$ cat config.mk
export PLATFORM = sky130hd
export DESIGN_NAME = dmem_arbiter
export DESIGN_NICKNAME = d
export VERILOG_FILES = /design/src/rtl/dmem_arbiter.sv
export SDC_FILE = /design/constraint.sdc
export NUM_CORES = 1
export LEC_CHECK = 0
export ABC_AREA = 1
export CORE_AREA = 2 2 79 81
export DETAILED_ROUTE_END_ITERATION = 10
export DIE_AREA = 0 0 81 83
export GPL_ROUTABILITY_DRIVEN = 0
export PLACE_DENSITY = 0.77
export SYNTH_ARGS = -nofsm -noshare
export SYNTH_HDL_FRONTEND = slang
export SYNTH_SLANG_ARGS = --single-unit
$ cat constraint.sdc
create_clock -name clock -period 1.3 [get_ports clock]
set_input_delay 0.26 -clock clock [delete_from_list [all_inputs] [get_ports clock]]
set_output_delay 0.26 -clock clock [all_outputs]
set_load 0.01 [all_outputs]
$ cat src/rtl/dmem_arbiter.sv
// Two-port arbiter sharing one dmem port between the CPU and the display scanner.
// CPU has priority; a starved video request gets exactly one forced grant.
module dmem_arbiter #(
    parameter int STARVE_LIMIT = 4
) (
    input  logic        clock,
    input  logic        reset,
    input  logic        cpu_req,
    input  logic [11:0] cpu_address,
    input  logic [31:0] cpu_data,
    input  logic        cpu_wren,
    output logic        cpu_stall,
    output logic [31:0] cpu_q,
    input  logic        vid_req,
    input  logic [11:0] vid_address,
    output logic        vid_gnt,
    output logic        vid_rvalid,
    output logic [31:0] vid_q,
    output logic [11:0] mem_address,
    output logic [31:0] mem_data,
    output logic        mem_wren,
    input  logic [31:0] mem_q
);

    localparam logic [2:0] LIMIT = 3'(STARVE_LIMIT);

    typedef enum logic {
        NORMAL,
        FORCE
    } mode_t;

    mode_t       r_mode;
    logic [2:0]  r_starve_cnt;
    logic        r_vid_rvalid;
    logic        w_vid_gnt;
    logic        w_starved;
    logic        w_force_next;
    logic [2:0]  w_cnt_inc;

    always_comb begin
        w_vid_gnt = 1'b0;
        if (!reset) begin
            // A forced cycle still yields to a video request that went away.
            if (r_mode == FORCE) w_vid_gnt = vid_req;
            else                 w_vid_gnt = vid_req && !cpu_req;
        end
        w_starved    = vid_req && !w_vid_gnt;
        w_cnt_inc    = (r_starve_cnt >= LIMIT) ? LIMIT : r_starve_cnt + 3'd1;
        w_force_next = w_starved && (({1'b0, r_starve_cnt} + 4'd1) == {1'b0, LIMIT});
    end

    always_ff @(posedge clock) begin
        if (reset) begin
            r_mode       <= NORMAL;
            r_starve_cnt <= '0;
            r_vid_rvalid <= 1'b0;
        end else begin
            r_vid_rvalid <= w_vid_gnt;
            r_starve_cnt <= w_starved ? w_cnt_inc : '0;
            case (r_mode)
                NORMAL:  r_mode <= w_force_next ? FORCE : NORMAL;
                FORCE:   r_mode <= NORMAL;
                default: r_mode <= NORMAL;
            endcase
        end
    end

    assign vid_gnt     = w_vid_gnt;
    assign cpu_stall   = cpu_req && w_vid_gnt;
    assign mem_address = w_vid_gnt ? vid_address : cpu_address;
    assign mem_data    = cpu_data;
    assign mem_wren    = cpu_req && cpu_wren && !w_vid_gnt && !reset;
    assign vid_rvalid  = r_vid_rvalid;
    assign cpu_q       = mem_q;
    assign vid_q       = mem_q;

endmodule

==> results.txt <==
- Of the total synthesized cell area, the portion taken by XOR and XNOR cells is 0%.
* Syn-to-layout area delta: -6.83%
- Counting every net in the synthesized netlist gives about 260.
- Antenna Nets Post-Route: 0
* Switching power share of the total: between 20 and 30%
- Die Y-Extent: around 83 µm
* Maximum clock skew at final layout: ~0.4 ps
* Worst setup SP type: register
* Placeable core area: 5820 µm²
- Clock tree synthesis selected as its root buffer the cell sky130_fd_sc_hd__clkbuf_8.
- TritonCTS built the clock tree.
- Summed over all layers, the routed wires come to 2490 µm.
- Netlist Area Pre-Place: 1140 µm²
- Total number of vias: around 700
- Main combinational cell family by area after synthesis: buffers and inverters
* CTS Buf Count: 3
- Worst VDD drop: around 0.25 mV
* Worst path required time: about 1000 ps
- After detailed routing, the average wire length per cell comes to approximately 12 µm.
- DP Wirelength: 1970 µm
- Die Area: between 6000 and 7000 µm²
* Fraction of the mapped netlist area in compound gates: 0.441%
- Met2 wirelength from detailed routing: 1160 µm
- Post-Synth Simple-Gate Area: between 10% and 20%
- By startpoint and endpoint, the worst setup path is classified as register to primary output.
- Static leakage: roughly 0.52 nW
- Longest Clk Path Bufs: 2
- Number of buffers added on ports: 44
* RSZ-0062 raised after global routing: yes
* Peak clock frequency supported by timing: roughly 700 MHz
* Final worst slack: -123 ps
- Pin count of the biggest net entering global routing: 14
- Cell count after synthesis: roughly 170
- Violated checks: negative setup slack
- Of the total power, registers draw 23.2%.
* Relative slew slack: around nine tenths
* Path class of the lowest-slack min-delay path: register to register
- Maximum fanout along the worst path: 6
- The net count of the finished layout is 226.
- Pwr dens: between 600 and 700 nW/µm²
* Part of the power in the clock network: 42.2%
- After routing the design area is between 1000 and 1500 µm².
* Share of async-settable or async-resettable flops after synthesis: 0%
- Net switching power of the design: 0.173 mW
- The floorplan has 28 rows.
- The repair_antennas step left the layout with diodes totalling 0.
* Fin. Hold Viols: 0
- Amount of wire on met3 after detailed routing: ~440 µm
* Hold-fix buffers at CTS: 0
- Final routed DRC violation total: 0
* Routed met1 length: about 770 µm
- IO Count: 205
- Portion of the clock cycle consumed by the worst path in the final layout: 109%
- The max-slew violation count came to 0.
* Setup violators final: 14
* Data arrival at the endpoint of the critical path: 1160 ps
- Ranked by total cell area, the synthesized netlist is headed by sky130_fd_sc_hd__buf_4 64%, sky130_fd_sc_hd__nand2_1 14%, sky130_fd_sc_hd__dfxtp_1 8.8%, sky130_fd_sc_hd__ha_1 3.3%, sky130_fd_sc_hd__inv_1 3.0%.
* Number of flops mapped to enable cells by yosys: 0
- Clock-pin slew was measured on the worst setup and hold paths at 40 ps.
* Flip-flop and latch count after synthesis: 5
- Counting distinct cell types in the post-synthesis netlist gives 13.
- For this run, the detailed router's first-pass iteration total came to 4.
- Antenna violations before repair: 0
- Clock tree synthesis found a total of 5 sinks.
- The routed design could run at a clock period as short as around 1400 ps.
- Least-Margin Pin Slew: around 170 ps
- The tool flagged a number of max-cap violations equal to 0.
* Highest routing layer actually used: met4
* Mean number of vias per cell: 3.42
- After synthesis, the most frequently instantiated cells are 97 x sky130_fd_sc_hd__buf_4, 41 x sky130_fd_sc_hd__nand2_1, 9 x sky130_fd_sc_hd__inv_1.
- Most common cell in the synthesized netlist: sky130_fd_sc_hd__buf_4
- Among all flip-flop cells after synthesis, the most frequent one is sky130_fd_sc_hd__dfxtp_1.
- sky130_fd_sc_hd__buf_4 takes more of the synthesized area than any other cell.
- Endpoint class of the critical path: primary output
- Total of warnings raised by yosys: 0
* Fraction of layout cells with a size suffix above 1: between 30% and 40%
- Fraction of post-synthesis cell area in the top cell type by area: 64.1%
* Vias in the first global route: around 760
- The run finished, with violations left.
* Setup Total Neg Slack: -1470 ps
* Congestion Overflow GR: 0
- Internal Pwr Total: ~0.51 mW
- Mux cell area share after synthesis: 0%
* Share of synthesized area occupied by flip-flops and latches: 8.81%
- In this run, the combinational gates consume about a third of the power.
- Global routing consumed, over all layers together, about 7% of the routing resources.
* Number of H-tree levels: 1
* Clock latency on the worst-skew pair: 220 ps
- First DRT Iteration DRCs: 24
- Initial Utilization: roughly a fifth
- In this run the cell area measured after placement is around 970 µm².
- X dimension of the die: 81 µm
* Post-Synthesis Mean Instance Area: ~6.8 µm²
- Adder-Cell Fraction of Synth Area: 3.30%
- First-pass GRT wire length: between 3000 and 4000 µm
## critical path, stage by stage (launching register included)
cell,delay [ps]
sky130_fd_sc_hd__dfxtp_1,290
sky130_fd_sc_hd__inv_1,40
sky130_fd_sc_hd__nand2_2,80
sky130_fd_sc_hd__nand3_4,100
sky130_fd_sc_hd__inv_8,90
sky130_fd_sc_hd__buf_8,120
sky130_fd_sc_hd__nand2_1,50
sky130_fd_sc_hd__nand2_1,50
sky130_fd_sc_hd__buf_2,120
## area by class of cell
| cell class | count | area (µm²) |
|---|---|---|
| fillers | 686 | 4760 |
| flip-flops and latches | 5 | 100 |
| repair buffers | 55 | 493 |
| clock buffers | 4 | 45.0 |
| multi-input cells | 55 | 282 |
| inverters | 10 | 45.0 |
| well taps | 75 | 93.8 |
## per-stage QoR
stage | setup WS [ps] | utilization (%) | std cells | hold slack (ps) | total power, mW
after floorplan | 197 | - | 168 | 415 | 0.534
after global placement | -686 | 16.6 | 192 | 458 | 0.393
after detailed placement | -688 | 16.6 | 192 | 489 | 0.397
after CTS | -145 | 17.7 | 203 | 496 | 0.689
after global routing | -198 | 18.2 | 204 | 516 | 0.725
final | -123 | 18.2 | 204 | 493 | 0.686
## flip-flops by register name, summed over array words and instances (netlist names)
name,cells
r_starve_cnt,3
vid_rvalid,1
r_mode,1
## repair_timing
action / 4_1_cts / 5_1_grt
resized for setup: 78 / 6
setup buffers: 7 / 1
gates cloned: 1 / 0
pin swaps: 1 / 2
setup endpoints to repair: 16 / 15
## placed cells by master (no fill, tap or decap)
cell type / count
sky130_fd_sc_hd__inv_2: 1
sky130_fd_sc_hd__clkbuf_8: 3
sky130_fd_sc_hd__a21oi_1: 1
sky130_fd_sc_hd__nand3_4: 1
sky130_fd_sc_hd__buf_16: 1
sky130_fd_sc_hd__clkbuf_1: 1
sky130_fd_sc_hd__buf_6: 4
sky130_fd_sc_hd__ha_1: 3
sky130_fd_sc_hd__buf_8: 1
sky130_fd_sc_hd__nor2_2: 1
sky130_fd_sc_hd__buf_2: 12
sky130_fd_sc_hd__nand3_1: 2
sky130_fd_sc_hd__nand2_2: 10
sky130_fd_sc_hd__inv_8: 1
sky130_fd_sc_hd__inv_1: 8
sky130_fd_sc_hd__nand2_1: 32
sky130_fd_sc_hd__nor2_1: 4
sky130_fd_sc_hd__nor3b_1: 1
sky130_fd_sc_hd__clkdlybuf4s50_1: 25
sky130_fd_sc_hd__dfxtp_1: 5
sky130_fd_sc_hd__buf_4: 8
sky130_fd_sc_hd__dlygate4sd2_1: 4
## metal layers
layer,vias to the layer above,GRT usage [%]
li1,325,-
met3,15,4.67
met5,-,0
met2,68,11.0
met4,0,4.93
met1,290,6.36
## power by group through the flow
stage,registers [mW],logic [mW],clock network [mW]
detailed placement,0.162,0.235,0
global placement,0.162,0.232,0
finish,0.159,0.237,0.289
floorplan,0.162,0.372,0
global route,0.160,0.257,0.309
CTS,0.159,0.230,0.299
## cell families (layout without fill, tap and decap cells)
family	Yosys count	in the layout
fa+ha+maj	3	3
buf+inv	108	69
simple gates	51	51
compound gates	1	1
flops	5	5
## worst paths after layout
path / slack (ps) / cells past startpoint / to / start
hold / removal: 490 / 1 / r_starve_cnt[0] / r_starve_cnt[0]
setup / recovery: -120 / 8 / mem_address[8] / r_mode
hold reg to reg: 490 / 1 / r_starve_cnt[0] / r_starve_cnt[0]
setup reg to reg: 130 / 8 / r_mode / r_mode
No activity file was read; power rests on OpenSTA's default activity.
